**config.mk**
```make
export PLATFORM = sky130hd
export DESIGN_NAME = pipe_ctrl_flat
export DESIGN_NICKNAME = d
export VERILOG_FILES = /design/src/rtl/pipe_ctrl_if.sv /design/src/rtl/pipe_ctrl.sv /design/src/flat_wrapper.sv
export SDC_FILE = /design/constraint.sdc
export NUM_CORES = 1
export LEC_CHECK = 0
export ABC_AREA = 1
export BUFFER_PORTS_ARGS = -buffer_cell sky130_fd_sc_hd__buf_2
export CAP_MARGIN = 10
export CORE_MARGIN = 2
export CORE_UTILIZATION = 30
export CTS_CLUSTER_SIZE = 30
export DETAILED_ROUTE_END_ITERATION = 12
export SYNTH_ARGS = -nofsm -noshare
export SYNTH_HDL_FRONTEND = slang
export SYNTH_SLANG_ARGS = --single-unit
```
**constraint.sdc**
```tcl
create_clock -name clk -period 3.5 [get_ports clk]
set_input_delay 0.175 -clock clk [delete_from_list [all_inputs] [get_ports clk]]
set_output_delay 0.175 -clock clk [all_outputs]
set_load 0.01 [all_outputs]
```
**src/rtl/pipe_ctrl_if.sv**
```systemverilog
// Pipeline control bundle: stall requests and branch result in, stall/flush/redirect out.
// master = controller side, slave = pipeline side.
interface pipe_ctrl_if #(
  parameter int ADDR_W = 32
);
  logic              if_stallreq;
  logic              id_stallreq;
  logic              mem_stallreq;
  logic              ex_branch_flag;
  logic [ADDR_W-1:0] ex_branch_target;
  logic [4:0]        stall;
  logic              flush_ifid;
  logic              flush_idex;
  logic              pc_redirect;
  logic [ADDR_W-1:0] pc_target;
  logic              stall_timeout;

  modport master (
    input  if_stallreq, id_stallreq, mem_stallreq, ex_branch_flag, ex_branch_target,
    output stall, flush_ifid, flush_idex, pc_redirect, pc_target, stall_timeout
  );

  modport slave (
    output if_stallreq, id_stallreq, mem_stallreq, ex_branch_flag, ex_branch_target,
    input  stall, flush_ifid, flush_idex, pc_redirect, pc_target, stall_timeout
  );
endinterface

```
**src/rtl/pipe_ctrl.sv**
```systemverilog
// Central stall/flush/redirect controller for the 5-stage core, with MEM-stall watchdog.
// Optional PIPE_PERF_EN adds stall-cycle and flush performance counters.
module pipe_ctrl #(
  parameter int ADDR_W   = 32,
  parameter int WDOG_MAX = 1024
) (
  input  logic          clk,
  input  logic          rst,
  pipe_ctrl_if.master   bus,
  output logic          dbg_state_o
`ifdef PIPE_PERF_EN
  ,
  output logic [31:0]   perf_stall_cycles,
  output logic [31:0]   perf_flushes
`endif
);

  localparam int CNT_W = $clog2(WDOG_MAX + 1);
  localparam logic [CNT_W-1:0] WDOG_TOP  = CNT_W'(WDOG_MAX);
  localparam logic [CNT_W-1:0] WDOG_LAST = CNT_W'(WDOG_MAX - 1);

  typedef enum logic {
    RUN  = 1'b0,
    PEND = 1'b1
  } state_e;

  state_e            state_q, state_d;
  logic [ADDR_W-1:0] hold_q, hold_d;
  logic [CNT_W-1:0]  wdog_q, wdog_d;
  logic              timeout_q, timeout_d;

  logic [4:0]        stall_c;
  logic              flush_ifid_c;
  logic              flush_idex_c;
  logic              redirect_c;
  logic [ADDR_W-1:0] target_c;

  always_ff @(posedge clk) begin
    if (!rst) begin
      state_q   <= RUN;
      hold_q    <= '0;
      wdog_q    <= '0;
      timeout_q <= 1'b0;
    end else begin
      state_q   <= state_d;
      hold_q    <= hold_d;
      wdog_q    <= wdog_d;
      timeout_q <= timeout_d;
    end
  end

  // Mealy control; mem_wb (bit4) is never held so a MEM stall drains writeback.
  always_comb begin
    state_d      = state_q;
    hold_d       = hold_q;
    stall_c      = 5'b00000;
    flush_ifid_c = 1'b0;
    flush_idex_c = 1'b0;
    redirect_c   = 1'b0;
    target_c     = '0;
    case (state_q)
      RUN: begin
        if (bus.mem_stallreq) begin
          stall_c = 5'b01111;
          if (bus.ex_branch_flag) begin
            hold_d  = bus.ex_branch_target;
            state_d = PEND;
          end
        end else if (bus.ex_branch_flag) begin
          redirect_c   = 1'b1;
          target_c     = bus.ex_branch_target;
          flush_ifid_c = 1'b1;
          flush_idex_c = 1'b1;
        end else if (bus.id_stallreq) begin
          stall_c      = 5'b00011;
          flush_idex_c = 1'b1;
        end else if (bus.if_stallreq) begin
          stall_c      = 5'b00001;
          flush_ifid_c = 1'b1;
        end
      end
      PEND: begin
        // The branch in EX is frozen, so its flag is already captured in hold_q.
        if (bus.mem_stallreq) begin
          stall_c = 5'b01111;
        end else begin
          redirect_c   = 1'b1;
          target_c     = hold_q;
          flush_ifid_c = 1'b1;
          flush_idex_c = 1'b1;
          state_d      = RUN;
        end
      end
      default: state_d = RUN;
    endcase
    if (!rst) begin
      stall_c      = 5'b00000;
      flush_ifid_c = 1'b0;
      flush_idex_c = 1'b0;
      redirect_c   = 1'b0;
      target_c     = '0;
    end
  end

  always_comb begin
    wdog_d    = wdog_q;
    timeout_d = timeout_q;
    if (!bus.mem_stallreq) begin
      wdog_d = '0;
    end else if (wdog_q != WDOG_TOP) begin
      wdog_d = wdog_q + 1'b1;
      if (wdog_q == WDOG_LAST) begin
        timeout_d = 1'b1;
      end
    end
  end

  assign bus.stall         = stall_c;
  assign bus.flush_ifid    = flush_ifid_c;
  assign bus.flush_idex    = flush_idex_c;
  assign bus.pc_redirect   = redirect_c;
  assign bus.pc_target     = target_c;
  assign bus.stall_timeout = timeout_q;
  assign dbg_state_o       = state_q;

`ifdef PIPE_PERF_EN
  logic [31:0] perf_stall_q, perf_stall_d;
  logic [31:0] perf_flush_q, perf_flush_d;

  always_comb begin
    perf_stall_d = perf_stall_q;
    perf_flush_d = perf_flush_q;
    if (stall_c != 5'b00000) perf_stall_d = perf_stall_q + 32'd1;
    if (redirect_c)          perf_flush_d = perf_flush_q + 32'd1;
  end

  always_ff @(posedge clk) begin
    if (!rst) begin
      perf_stall_q <= '0;
      perf_flush_q <= '0;
    end else begin
      perf_stall_q <= perf_stall_d;
      perf_flush_q <= perf_flush_d;
    end
  end

  assign perf_stall_cycles = perf_stall_q;
  assign perf_flushes      = perf_flush_q;
`endif

endmodule

```
**src/flat_wrapper.sv**
```systemverilog
// flat-port wrapper written by rule: the top's interface ports become plain ports
module pipe_ctrl_flat 
#(
  parameter int ADDR_W   = 32,
  parameter int WDOG_MAX = 1024
)
  (clk, rst, dbg_state_o, bus_if_stallreq, bus_id_stallreq, bus_mem_stallreq, bus_ex_branch_flag, bus_ex_branch_target, bus_stall, bus_flush_ifid, bus_flush_idex, bus_pc_redirect, bus_pc_target, bus_stall_timeout);
  pipe_ctrl_if #(.ADDR_W(ADDR_W)) bus_i ();
  input  logic clk;
  input  logic rst;
  output logic dbg_state_o;
  input wire logic [$bits(bus_i.if_stallreq)-1:0] bus_if_stallreq;
  input wire logic [$bits(bus_i.id_stallreq)-1:0] bus_id_stallreq;
  input wire logic [$bits(bus_i.mem_stallreq)-1:0] bus_mem_stallreq;
  input wire logic [$bits(bus_i.ex_branch_flag)-1:0] bus_ex_branch_flag;
  input wire logic [$bits(bus_i.ex_branch_target)-1:0] bus_ex_branch_target;
  output wire logic [$bits(bus_i.stall)-1:0] bus_stall;
  output wire logic [$bits(bus_i.flush_ifid)-1:0] bus_flush_ifid;
  output wire logic [$bits(bus_i.flush_idex)-1:0] bus_flush_idex;
  output wire logic [$bits(bus_i.pc_redirect)-1:0] bus_pc_redirect;
  output wire logic [$bits(bus_i.pc_target)-1:0] bus_pc_target;
  output wire logic [$bits(bus_i.stall_timeout)-1:0] bus_stall_timeout;
  assign bus_i.if_stallreq = bus_if_stallreq;
  assign bus_i.id_stallreq = bus_id_stallreq;
  assign bus_i.mem_stallreq = bus_mem_stallreq;
  assign bus_i.ex_branch_flag = bus_ex_branch_flag;
  assign bus_i.ex_branch_target = bus_ex_branch_target;
  assign bus_stall = bus_i.stall;
  assign bus_flush_ifid = bus_i.flush_ifid;
  assign bus_flush_idex = bus_i.flush_idex;
  assign bus_pc_redirect = bus_i.pc_redirect;
  assign bus_pc_target = bus_i.pc_target;
  assign bus_stall_timeout = bus_i.stall_timeout;
  pipe_ctrl #(.ADDR_W(ADDR_W), .WDOG_MAX(WDOG_MAX)) u_core (.clk(clk), .rst(rst), .bus(bus_i), .dbg_state_o(dbg_state_o));
endmodule
```
==> out/qor.csv <==
metric;value;unit
syn avg cell area;6.32;um^2
Post-CTS Setup Repair Bufs;0;
# IOs;80;
Setup Skew;4.34;ps
CP max stage delay;450;ps
final hold vios;0;
port bufs;78;
cts repair resizes;0;
Switch Pwr;0.301;mW
fin util;0.377;
Tightest Pin Transition;619;ps
cell area power density;388;nW/um^2
n_diodes;0;
DR DRC count;0;
chip width;91.8;um
sequential area share after synthesis;0.390;
Post-Syn Area;2310;um^2
deepest clock path buffer count;2;
Min-Delay Path Class;primary input to flip-flop;
Synth Instances;366;
Sw Share;0.271;
Die ar.;8430;um^2
peak fanout along the critical path;35;
P&R area growth vs syn;24.0;%
Clk Latency, worst-skew pair;290;ps
via density per instance;4.68;
Num CTS Buffers;5;
post-route setup TNS;0;ps
Setup CP Type;flip-flop to output pin;
worst r2r path cells;6;
1st-iter DRT viols;107;
CP max stage cell;nor2_2;
CP Cell Sequence;inv_2 > nor2_2 > buf_4 > nand2_1 > a21oi_1 > buf_2;
std cell rows;32;
critical path arrival;2120;ps
dpl hpwl;4.47;mm
gpl congestion;0.821;
final slew viol count;0;
Gate power share;0.144;
die height;91.8;um
wire per inst;11.8;um
RSZ-0062 raised after global routing;false;
aggregate routed wire length;6.32;mm
Int Power;0.812;mW
max_cap viols;0;
total gr overflow;0;
P_leak;1.24;nW
fin nets;471;
cts hold-fix bufs;0;
global-route wire length before repair;10.6;mm
VDD IR max;0.174;mV
Worst setup EP type;output pin;
share of layout cells above drive strength 1;0.222;
Final Cycle Share;0.655;
total track usage;0.152;
Max Clk Rate;436;MHz
YS warnings;0;
Startpoint Class;flip-flop;
relative slew slack;0.587;
initial antenna violation count;0;
number of clock sinks;45;
WHS Path Cells;3;
Clock power frac;0.360;
#FFs+latches synth;45;
via count;2498;
Initial Utilization;0.304;
first drt pass iteration count;4;
vias in the first global route;2310;
pin count of the biggest net entering global routing;37;
core area;7610;um^2
CTS tree;built;
Min Clock Period, post-route;2290;ps
Seq pwr share;0.497;
H-tree lvl count;2;
Syn Nets;406;
Routed Antenna Nets;0;
count of different cell masters after synthesis;19;
required time of the critical path;3320;ps
final setup violation count;0;
clk slew on worst S/H paths;90;ps
clk root buf;clkbuf_8;
status;complete, no violations;
-- path summary, 6_finish.rpt --
check / slack (ps) / endpoint / start
max: 1210 / bus_pc_target[11] / u_core.dbg_state_o$_SDFF_PN0_
min: 140 / u_core.hold_q[15]$_SDFFE_PN0P_ / bus_ex_branch_target[15]
max reg2reg: 1240 / u_core.hold_q[11]$_SDFFE_PN0P_ / u_core.dbg_state_o$_SDFF_PN0_
min reg2reg: 470 / u_core.bus.stall_timeout$_SDFFE_PN0P_ / u_core.bus.stall_timeout$_SDFFE_PN0P_
-- cells in the mapped netlist, drive strengths merged --
master  count  area (um^2)
clkbuf     11         41.3
nor2       92          345
xnor2       2         17.5
buf        12         63.8
dfxtp      45          901
a21oi      40          200
inv        19         71.3
conb        1         3.75
ha          2         25.0
or2         1         6.26
xor2        1         8.76
o21ai      36          180
nand3      41          205
nand2      61          229
o31ai       1         7.51
nand4       1         6.26
-- through the flow --
step                      instance area, um^2  total power [mW]  worst slack [ps]  hold slack, ps  cells
after CTS                                2870              1.12              1190             129    534
after floorplan                          2310             0.663              2190             311    366
after detailed placement                 2750             0.725              1220             447    526
final                                    2870              1.11              1210             139    534
after global placement                   2750             0.722              1360             445    526
after global routing                     2870              1.17               897             141    534
-- layout make-up --
class	instances	area (um^2)
clock buffer	5	68.8
clock inverter	3	46.3
fill	842	4740
inverter	19	71.3
multi-input combinational	279	1240
sequential	45	901
tap	102	128
timing repair buffer	81	413
-- state kept, by name, indices dropped and copies added, names as in the netlist --
signal,count
u_core.bus.stall_timeout,1
u_core.hold_q,32
u_core.dbg_state_o,1
u_core.wdog_q,11
-- per-layer routing --
metal / vias to the layer above / GRT usage / share of wire
met4: 0 / 0.0261 / 0.0043
met3: 2 / 0.0362 / 0.049
met2: 72 / 0.259 / 0.46
met1: 1112 / 0.198 / 0.48
met5: - / 0 / 0
li1: 1312 / - / -
-- critical path, delay by kind of cell (launching register included) --
family	cells	cell delay [ps]
simple gates	2	530
flops	1	350
compound gates	1	200
buf+inv	3	730
-- cell usage in the layout (no fill, tap or decap), drive strengths merged, types with 2 or more instances in the layout --
master	instances
a21oi	40
buf	81
clkbuf	5
dfxtp	45
ha	2
inv	19
nand2	61
nand3	41
nor2	92
o21ai	36
xnor2	2
-- power by group through the flow --
stage          Clock [mW]  Combinational, mW  Sequential (mW)
2_1_floorplan           0              0.102            0.561
3_3_place_gp            0              0.158            0.563
3_5_place_dp            0              0.161            0.564
4_1_cts             0.410              0.161            0.553
5_1_grt             0.432              0.183            0.556
6_report            0.400              0.160            0.553
-- kinds of logic after synthesis --
group                    count (synthesis)  synth area share
AND/OR/NAND/NOR                        196             0.343
AO/OA/AOI/OAI                           77             0.168
buffers and inverters                   42            0.0763
XOR/XNOR                                 3            0.0114
flip-flops                              45             0.390
other                                    1           0.00162
adder cells (fa/ha/maj)                  2            0.0108
No activity file was read; power rests on OpenSTA's default activity.
